File: config.mk
export PLATFORM = sky130hd
export DESIGN_NAME = hazard_scoreboard_flat
export DESIGN_NICKNAME = d
export VERILOG_FILES = /design/src/rtl/hazard_scoreboard_pkg.sv /design/src/rtl/hazard_scoreboard_if.sv /design/src/rtl/hazard_match.sv /design/src/rtl/hazard_scoreboard.sv /design/src/flat_wrapper.sv
export SDC_FILE = /design/constraint.sdc
export NUM_CORES = 1
export LEC_CHECK = 0
export CORE_ASPECT_RATIO = 0.5
export CORE_MARGIN = 4
export CORE_UTILIZATION = 48
export DETAILED_ROUTE_END_ITERATION = 8
export GPL_TIMING_DRIVEN = 0
export PLACE_DENSITY_LB_ADDON = 0.08
export SLEW_MARGIN = 20
export SYNTH_ARGS = -nofsm -noshare
export SYNTH_HDL_FRONTEND = slang
export SYNTH_SLANG_ARGS = --single-unit
File: constraint.sdc
create_clock -name clk -period 4.6 [get_ports clk]
set_input_delay 0.92 -clock clk [delete_from_list [all_inputs] [get_ports clk]]
set_output_delay 0.92 -clock clk [all_outputs]
set_load 0.03 [all_outputs]
File: src/rtl/hazard_scoreboard_pkg.sv
// hazard_scoreboard_pkg: shared entry type, forward encoding and default parameters.
package hazard_scoreboard_pkg;
  localparam int REG_BITS_DEF = 5;
  localparam int DEPTH_DEF = 3;
  localparam int LOAD_LAT_DEF = 2;
  localparam int MAX_REG_BITS = 8;
  localparam int FWD_RF = 0;
  typedef logic [2:0] stage_t;
  // dest is sized for the widest supported register address; narrower ids are zero-extended
  typedef struct packed {
    logic valid;
    logic [MAX_REG_BITS-1:0] dest;
    logic reg_write;
    stage_t ready;
  } entry_t;
endpackage

File: src/rtl/hazard_scoreboard_if.sv
// hazard_scoreboard_if: ID-stage inputs and pipeline control outputs of the scoreboard.
interface hazard_scoreboard_if import hazard_scoreboard_pkg::*; #(
  parameter int REG_BITS = REG_BITS_DEF,
  parameter int DEPTH = DEPTH_DEF
);
  localparam int FW = $clog2(DEPTH + 1);
  logic id_valid;
  logic [REG_BITS-1:0] id_rs, id_rt, id_rd;
  logic id_use_rs, id_use_rt, id_reg_write, id_mem_read, id_branch, branch_taken, stall_ext;
  logic pc_write, ifid_write, ctrl_sel, if_flush;
  logic [FW-1:0] fwd_a, fwd_b;
  logic [15:0] stall_count;
  modport master (
    output id_valid, id_rs, id_rt, id_rd, id_use_rs, id_use_rt, id_reg_write, id_mem_read,
           id_branch, branch_taken, stall_ext,
    input pc_write, ifid_write, ctrl_sel, if_flush, fwd_a, fwd_b, stall_count
  );
  modport slave (
    input id_valid, id_rs, id_rt, id_rd, id_use_rs, id_use_rt, id_reg_write, id_mem_read,
          id_branch, branch_taken, stall_ext,
    output pc_write, ifid_write, ctrl_sel, if_flush, fwd_a, fwd_b, stall_count
  );
endinterface

File: src/rtl/hazard_match.sv
// hazard_match: youngest in-flight producer of one source register (smallest stage wins).
module hazard_match import hazard_scoreboard_pkg::*; #(
  parameter int REG_BITS = REG_BITS_DEF,
  parameter int DEPTH = DEPTH_DEF
) (
  input  entry_t [DEPTH:1]    tbl,
  input  logic [REG_BITS-1:0] src,
  input  logic                use_src,
  output logic                hit,
  output stage_t              stage,
  output stage_t              ready
);
  always_comb begin
    hit = 1'b0;
    stage = '0;
    ready = '0;
    for (int k = DEPTH; k >= 1; k--)
      if (use_src && src != '0 && tbl[k].valid && tbl[k].reg_write &&
          tbl[k].dest == MAX_REG_BITS'(src)) begin
        hit = 1'b1;
        stage = stage_t'(k);
        ready = tbl[k].ready;
      end
  end
endmodule

File: src/rtl/hazard_scoreboard.sv
// hazard_scoreboard: tracks post-ID producers, raises load-use/branch stalls and registers forward selects.
module hazard_scoreboard import hazard_scoreboard_pkg::*; #(
  parameter int REG_BITS = REG_BITS_DEF,
  parameter int DEPTH = DEPTH_DEF,
  parameter int LOAD_LAT = LOAD_LAT_DEF
) (
  input logic clk,
  input logic rst,
  hazard_scoreboard_if.slave bus
);
  localparam int FW = $clog2(DEPTH + 1);
  entry_t [DEPTH:1] tbl;
  entry_t ent;
  logic hit_a, hit_b, hazard, issue;
  stage_t k_a, k_b, r_a, r_b;
  logic [FW-1:0] nf_a, nf_b;
  hazard_match #(.REG_BITS(REG_BITS), .DEPTH(DEPTH)) u_match_a (
    .tbl(tbl), .src(bus.id_rs), .use_src(bus.id_use_rs), .hit(hit_a), .stage(k_a), .ready(r_a)
  );
  hazard_match #(.REG_BITS(REG_BITS), .DEPTH(DEPTH)) u_match_b (
    .tbl(tbl), .src(bus.id_rt), .use_src(bus.id_use_rt), .hit(hit_b), .stage(k_b), .ready(r_b)
  );
  // branches compare in ID, so they also wait out the stage where the value is produced
  assign hazard = bus.id_valid & ((hit_a & (k_a < r_a)) | (hit_b & (k_b < r_b)) |
                  (bus.id_branch & ((hit_a & (k_a <= r_a)) | (hit_b & (k_b <= r_b)))));
  assign issue = bus.id_valid & ~hazard;
  assign bus.pc_write = ~(hazard | bus.stall_ext);
  assign bus.ifid_write = ~(hazard | bus.stall_ext);
  assign bus.ctrl_sel = hazard & ~bus.stall_ext;
  assign bus.if_flush = bus.id_branch & bus.branch_taken & ~hazard & ~bus.stall_ext;
  assign ent = issue ? entry_t'{valid: 1'b1, dest: MAX_REG_BITS'(bus.id_rd),
                                reg_write: bus.id_reg_write,
                                ready: bus.id_mem_read ? stage_t'(LOAD_LAT) : stage_t'(1)} : '0;
  assign nf_a = (issue && hit_a && int'(k_a) < DEPTH) ? FW'(k_a + 3'd1) : FW'(FWD_RF);
  assign nf_b = (issue && hit_b && int'(k_b) < DEPTH) ? FW'(k_b + 3'd1) : FW'(FWD_RF);
  always_ff @(posedge clk)
    if (rst) begin
      tbl <= '0;
      bus.fwd_a <= FW'(FWD_RF);
      bus.fwd_b <= FW'(FWD_RF);
      bus.stall_count <= '0;
    end else if (!bus.stall_ext) begin
      tbl <= {tbl[DEPTH-1:1], ent};
      bus.fwd_a <= nf_a;
      bus.fwd_b <= nf_b;
      if (hazard && bus.stall_count != 16'hFFFF) bus.stall_count <= bus.stall_count + 16'd1;
    end
endmodule

File: src/flat_wrapper.sv
// flat-port wrapper written by rule: the top's interface ports become plain ports
module hazard_scoreboard_flat import hazard_scoreboard_pkg::*;
#(
  parameter int REG_BITS = REG_BITS_DEF,
  parameter int DEPTH = DEPTH_DEF,
  parameter int LOAD_LAT = LOAD_LAT_DEF
)
  (clk, rst, bus_id_valid, bus_id_rs, bus_id_rt, bus_id_rd, bus_id_use_rs, bus_id_use_rt, bus_id_reg_write, bus_id_mem_read, bus_id_branch, bus_branch_taken, bus_stall_ext, bus_pc_write, bus_ifid_write, bus_ctrl_sel, bus_if_flush, bus_fwd_a, bus_fwd_b, bus_stall_count);
  hazard_scoreboard_if #(.REG_BITS(REG_BITS), .DEPTH(DEPTH)) bus_i ();
  input logic clk;
  input logic rst;
  input wire logic [$bits(bus_i.id_valid)-1:0] bus_id_valid;
  input wire logic [$bits(bus_i.id_rs)-1:0] bus_id_rs;
  input wire logic [$bits(bus_i.id_rt)-1:0] bus_id_rt;
  input wire logic [$bits(bus_i.id_rd)-1:0] bus_id_rd;
  input wire logic [$bits(bus_i.id_use_rs)-1:0] bus_id_use_rs;
  input wire logic [$bits(bus_i.id_use_rt)-1:0] bus_id_use_rt;
  input wire logic [$bits(bus_i.id_reg_write)-1:0] bus_id_reg_write;
  input wire logic [$bits(bus_i.id_mem_read)-1:0] bus_id_mem_read;
  input wire logic [$bits(bus_i.id_branch)-1:0] bus_id_branch;
  input wire logic [$bits(bus_i.branch_taken)-1:0] bus_branch_taken;
  input wire logic [$bits(bus_i.stall_ext)-1:0] bus_stall_ext;
  output wire logic [$bits(bus_i.pc_write)-1:0] bus_pc_write;
  output wire logic [$bits(bus_i.ifid_write)-1:0] bus_ifid_write;
  output wire logic [$bits(bus_i.ctrl_sel)-1:0] bus_ctrl_sel;
  output wire logic [$bits(bus_i.if_flush)-1:0] bus_if_flush;
  output wire logic [$bits(bus_i.fwd_a)-1:0] bus_fwd_a;
  output wire logic [$bits(bus_i.fwd_b)-1:0] bus_fwd_b;
  output wire logic [$bits(bus_i.stall_count)-1:0] bus_stall_count;
  assign bus_i.id_valid = bus_id_valid;
  assign bus_i.id_rs = bus_id_rs;
  assign bus_i.id_rt = bus_id_rt;
  assign bus_i.id_rd = bus_id_rd;
  assign bus_i.id_use_rs = bus_id_use_rs;
  assign bus_i.id_use_rt = bus_id_use_rt;
  assign bus_i.id_reg_write = bus_id_reg_write;
  assign bus_i.id_mem_read = bus_id_mem_read;
  assign bus_i.id_branch = bus_id_branch;
  assign bus_i.branch_taken = bus_branch_taken;
  assign bus_i.stall_ext = bus_stall_ext;
  assign bus_pc_write = bus_i.pc_write;
  assign bus_ifid_write = bus_i.ifid_write;
  assign bus_ctrl_sel = bus_i.ctrl_sel;
  assign bus_if_flush = bus_i.if_flush;
  assign bus_fwd_a = bus_i.fwd_a;
  assign bus_fwd_b = bus_i.fwd_b;
  assign bus_stall_count = bus_i.stall_count;
  hazard_scoreboard #(.REG_BITS(REG_BITS), .DEPTH(DEPTH), .LOAD_LAT(LOAD_LAT)) u_core (.clk(clk), .rst(rst), .bus(bus_i));
endmodule
==> results.md <==
- Status: finished with violations
- Violated checks: negative setup slack
- Crit Path Class: primary input to output port
- Synth Warn #: 0
- XOR/XNOR Fraction of Synth Area: 0.09519
- Pleak: about 1.4 nW
- Initial antenna violation count: 0
- Clock skew: about 1.9 ps
- Slew @ Worst Pin: 830.2 ps
- Area of the multi-input gates: 0.001894 mm²
- RePlAce Congestion: 0.9510
- Met1 WL: 3188 µm
- Layout area overhead: 35.13%
- Commonest cells after routing, fill and taps aside: dfxtp_1 (47), nor2_1 (38), clkdlybuf4s50_1 (32)
- Die Area: ~0.0071 mm²
- Worst EP arrival: 3680 ps
- Max VDD drop: 0.1761 mV
- Period utilization: 1.001
- Highest metal used: met4
- Fin nets: 414
- Pin count of the biggest net entering global routing: 17
- Max H-tree Level: 2
- Drt initial violations: slightly above 200
- # setup viols final: 1
- Crit end category: output port
- Syn_nets: 345
- Syn Inst Count: between 300 and 400
- WL final: 7351 µm
- Ys async rst share: 0
- Final TNS setup: -4.208 ps
- Yosys reg bits: 47
- IO Count: 49
- All-Layer GR Usage: 0.2103
- Met3 wire len: 462 µm
- Maxcap violations: 0
- Vias in the first global route: between 2,000 and 2,500
- Synth Area in Compound Gates: 0.1464
- Crit-path cells: buf_8 > or4_4 > o21ai_4 > nor3_4 > buf_4 > a22o_1 > mux2i_2 > ha_1 > nor2b_1 > o21ai_1 > o31a_1 > or2_4 > a21oi_4 > buf_6 > buf_6
- Multiplexer share of the synthesized area: 0.1260
- Routed length per placed instance: 16.12 µm
- Simple logic cell fraction of the synthesized area: 0.2325
- Synth Area in Adders: 0.03173
- CP peak stage delay: roughly 550 ps
- Vias/cell: 5.678
- Port Buf Inserts: 46
- CTS max path bufs: 2
- Worst skew pair latency: 290 ps
- CP most frequent cell: buf_6
- Syn Area/Cell: 8.818 µm²
- CP Launch Type: primary input
- Yosys cell types: 46
- Initial Utilization: 0.5005
- CP Max Fanout: 8
- Die span in x: 115.2 µm
- Layout cell share with drive strength beyond 1: 0.2063
- Fillers: 456
- Mapped Area: 0.002760 mm²
- Root Buffer: clkbuf_16
- Hold slack: between 400 and 500 ps
- Total CTS buffers: 5
- Largest family of logic cells by synthesized area: simple AND/OR/NAND/NOR gates
- DRC errors left: 0
- Maximum clock rate: roughly 220 MHz
- Register area share after synthesis: 0.3409
- TritonCTS clock tree: yes
- Synth Flop Type: dfxtp_1
- Met2 Wirelength: 3577 µm
- Final hold vios: 0
- Pwr Density: 239.4 mW/mm²
- Final Max Tran Viols: 0
- Placed cell area: 0.003351 mm²
- Grt ovf: 0
- Core box area: 0.005515 mm²
- CP max stage cell: or4_4
- Antenna fix cells: 0
- Most common cell after layout, fill and taps aside: dfxtp_1
- HP Class: register to register
- Num rows: 19
- CTS Sinks: 47
- Hpwl dp: 5260 µm
- Vias: around 2,600
- TritonRoute pass-1 iters: 4
- Critical Path RT: 3680 ps
- First-pass GRT wire length: 11,600 µm
- Sequential Area: 940.9 µm²
- Unrepaired setup endpoints after global routing: true
- Clock transition at path regs: 60 ps
- Final ANT Viol Nets: 0
- Min Tclk post-route: 4604 ps
- Post-route cell area: 0.003730 mm²
- Post-synth EDFFs: 0
- Slew HR: 0.4465
- Setup WS pre-CTS: -1526 ps
- Final WS setup: -4.208 ps
- Die H: 61.62 µm
-- cell usage after synthesis, types with 7 or more instances --
library cell  instances  share of area
dfxtp_1              47           0.34
nor2_1               38          0.052
xnor2_1              30          0.095
mux2i_1              19          0.069
nor2b_1              19          0.043
nand2_1              14          0.019
a21oi_1              13          0.024
nand3_1              13          0.024
nand4_1              13          0.029
mux2_2               12          0.049
a22o_1                9          0.029
clkbuf_1              7         0.0095
ha_1                  7          0.032
nor3_1                7          0.013
-- kinds of logic (layout without fill, tap and decap cells) --
logic type	after synthesis	after routing
DFF	47	47
xor gates and xnor gates	30	30
AOI/OAI and AO/OA	54	54
adders and majority gates	7	7
and+or+nand+nor	124	124
muxes	33	33
buffers and inverters	18	88
-- area by class of cell --
cell class                 count  share of cell area
buffer                        14             0.01711
clock buffer                   5             0.03355
clock inverter                 3            0.006374
inverter                       3            0.003019
multi-input combinational    248              0.5079
sequential                    47              0.2523
tap                           73             0.02449
timing repair buffer          63              0.1553
-- repair_timing --
item                       CTS  global route
hold buffers                 0             0
pin swaps                   15            16
buffers inserted            13             4
resized for setup           81            13
setup endpoints to repair   13             4
-- routing by layer --
| metal | up-vias | global-route usage |
|---|---|---|
| li1 | 1265 | - |
| met1 | 1233 | 0.2577 |
| met2 | 76 | 0.3618 |
| met3 | 15 | 0.05594 |
| met4 | 0 | 0.08361 |
| met5 | - | 0 |
-- critical path: cells and delay by family --
| family | cells | cell delay, ps |
|---|---|---|
| buf+inv | 4 | 540 |
| fa+ha+maj | 1 | 270 |
| simple gates | 4 | 900 |
| compound gates | 5 | 860 |
| mux | 1 | 190 |
-- where the power goes --
group          switching [W]  internal [W]  leakage (nW)
Clock               0.000166      0.000203        0.0664
Sequential        0.00000766      0.000413         0.380
Combinational      0.0000536     0.0000501         0.982
Total               0.000227      0.000666          1.43
-- final timing paths --
check | startpoint | to | slack, ps | cells after the start
max reg2reg | u_core.tbl[34]$_SDFFE_PP0N_ | u_core.bus.stall_count[14]$_SDFFE_PP0P_ | 1060 | 16
max | bus_id_rt[3] | bus_pc_write | -4 | 15
min reg2reg | u_core.bus.fwd_a[1]$_SDFFE_PP0N_ | u_core.bus.fwd_a[1]$_SDFFE_PP0N_ | 460 | 2
min | u_core.bus.fwd_a[1]$_SDFFE_PP0N_ | u_core.bus.fwd_a[1]$_SDFFE_PP0N_ | 460 | 2
-- flip-flops by register name, indices dropped and copies added (netlist names) --
name,count
u_core.bus.stall_count,16
u_core.tbl,27
u_core.bus.fwd_b,2
u_core.bus.fwd_a,2
-- per-stage QoR --
stage	instances	utilization	power [W]
6_report	456	0.6763	0.0008929
5_1_grt	456	0.6763	0.0009270
4_1_cts	452	0.6708	0.0008954
3_5_place_dp	432	0.6075	0.0005223
3_3_place_gp	432	0.6075	0.0005194
2_1_floorplan	313	-	0.0004809
Power figures use the tool's default switching activity.
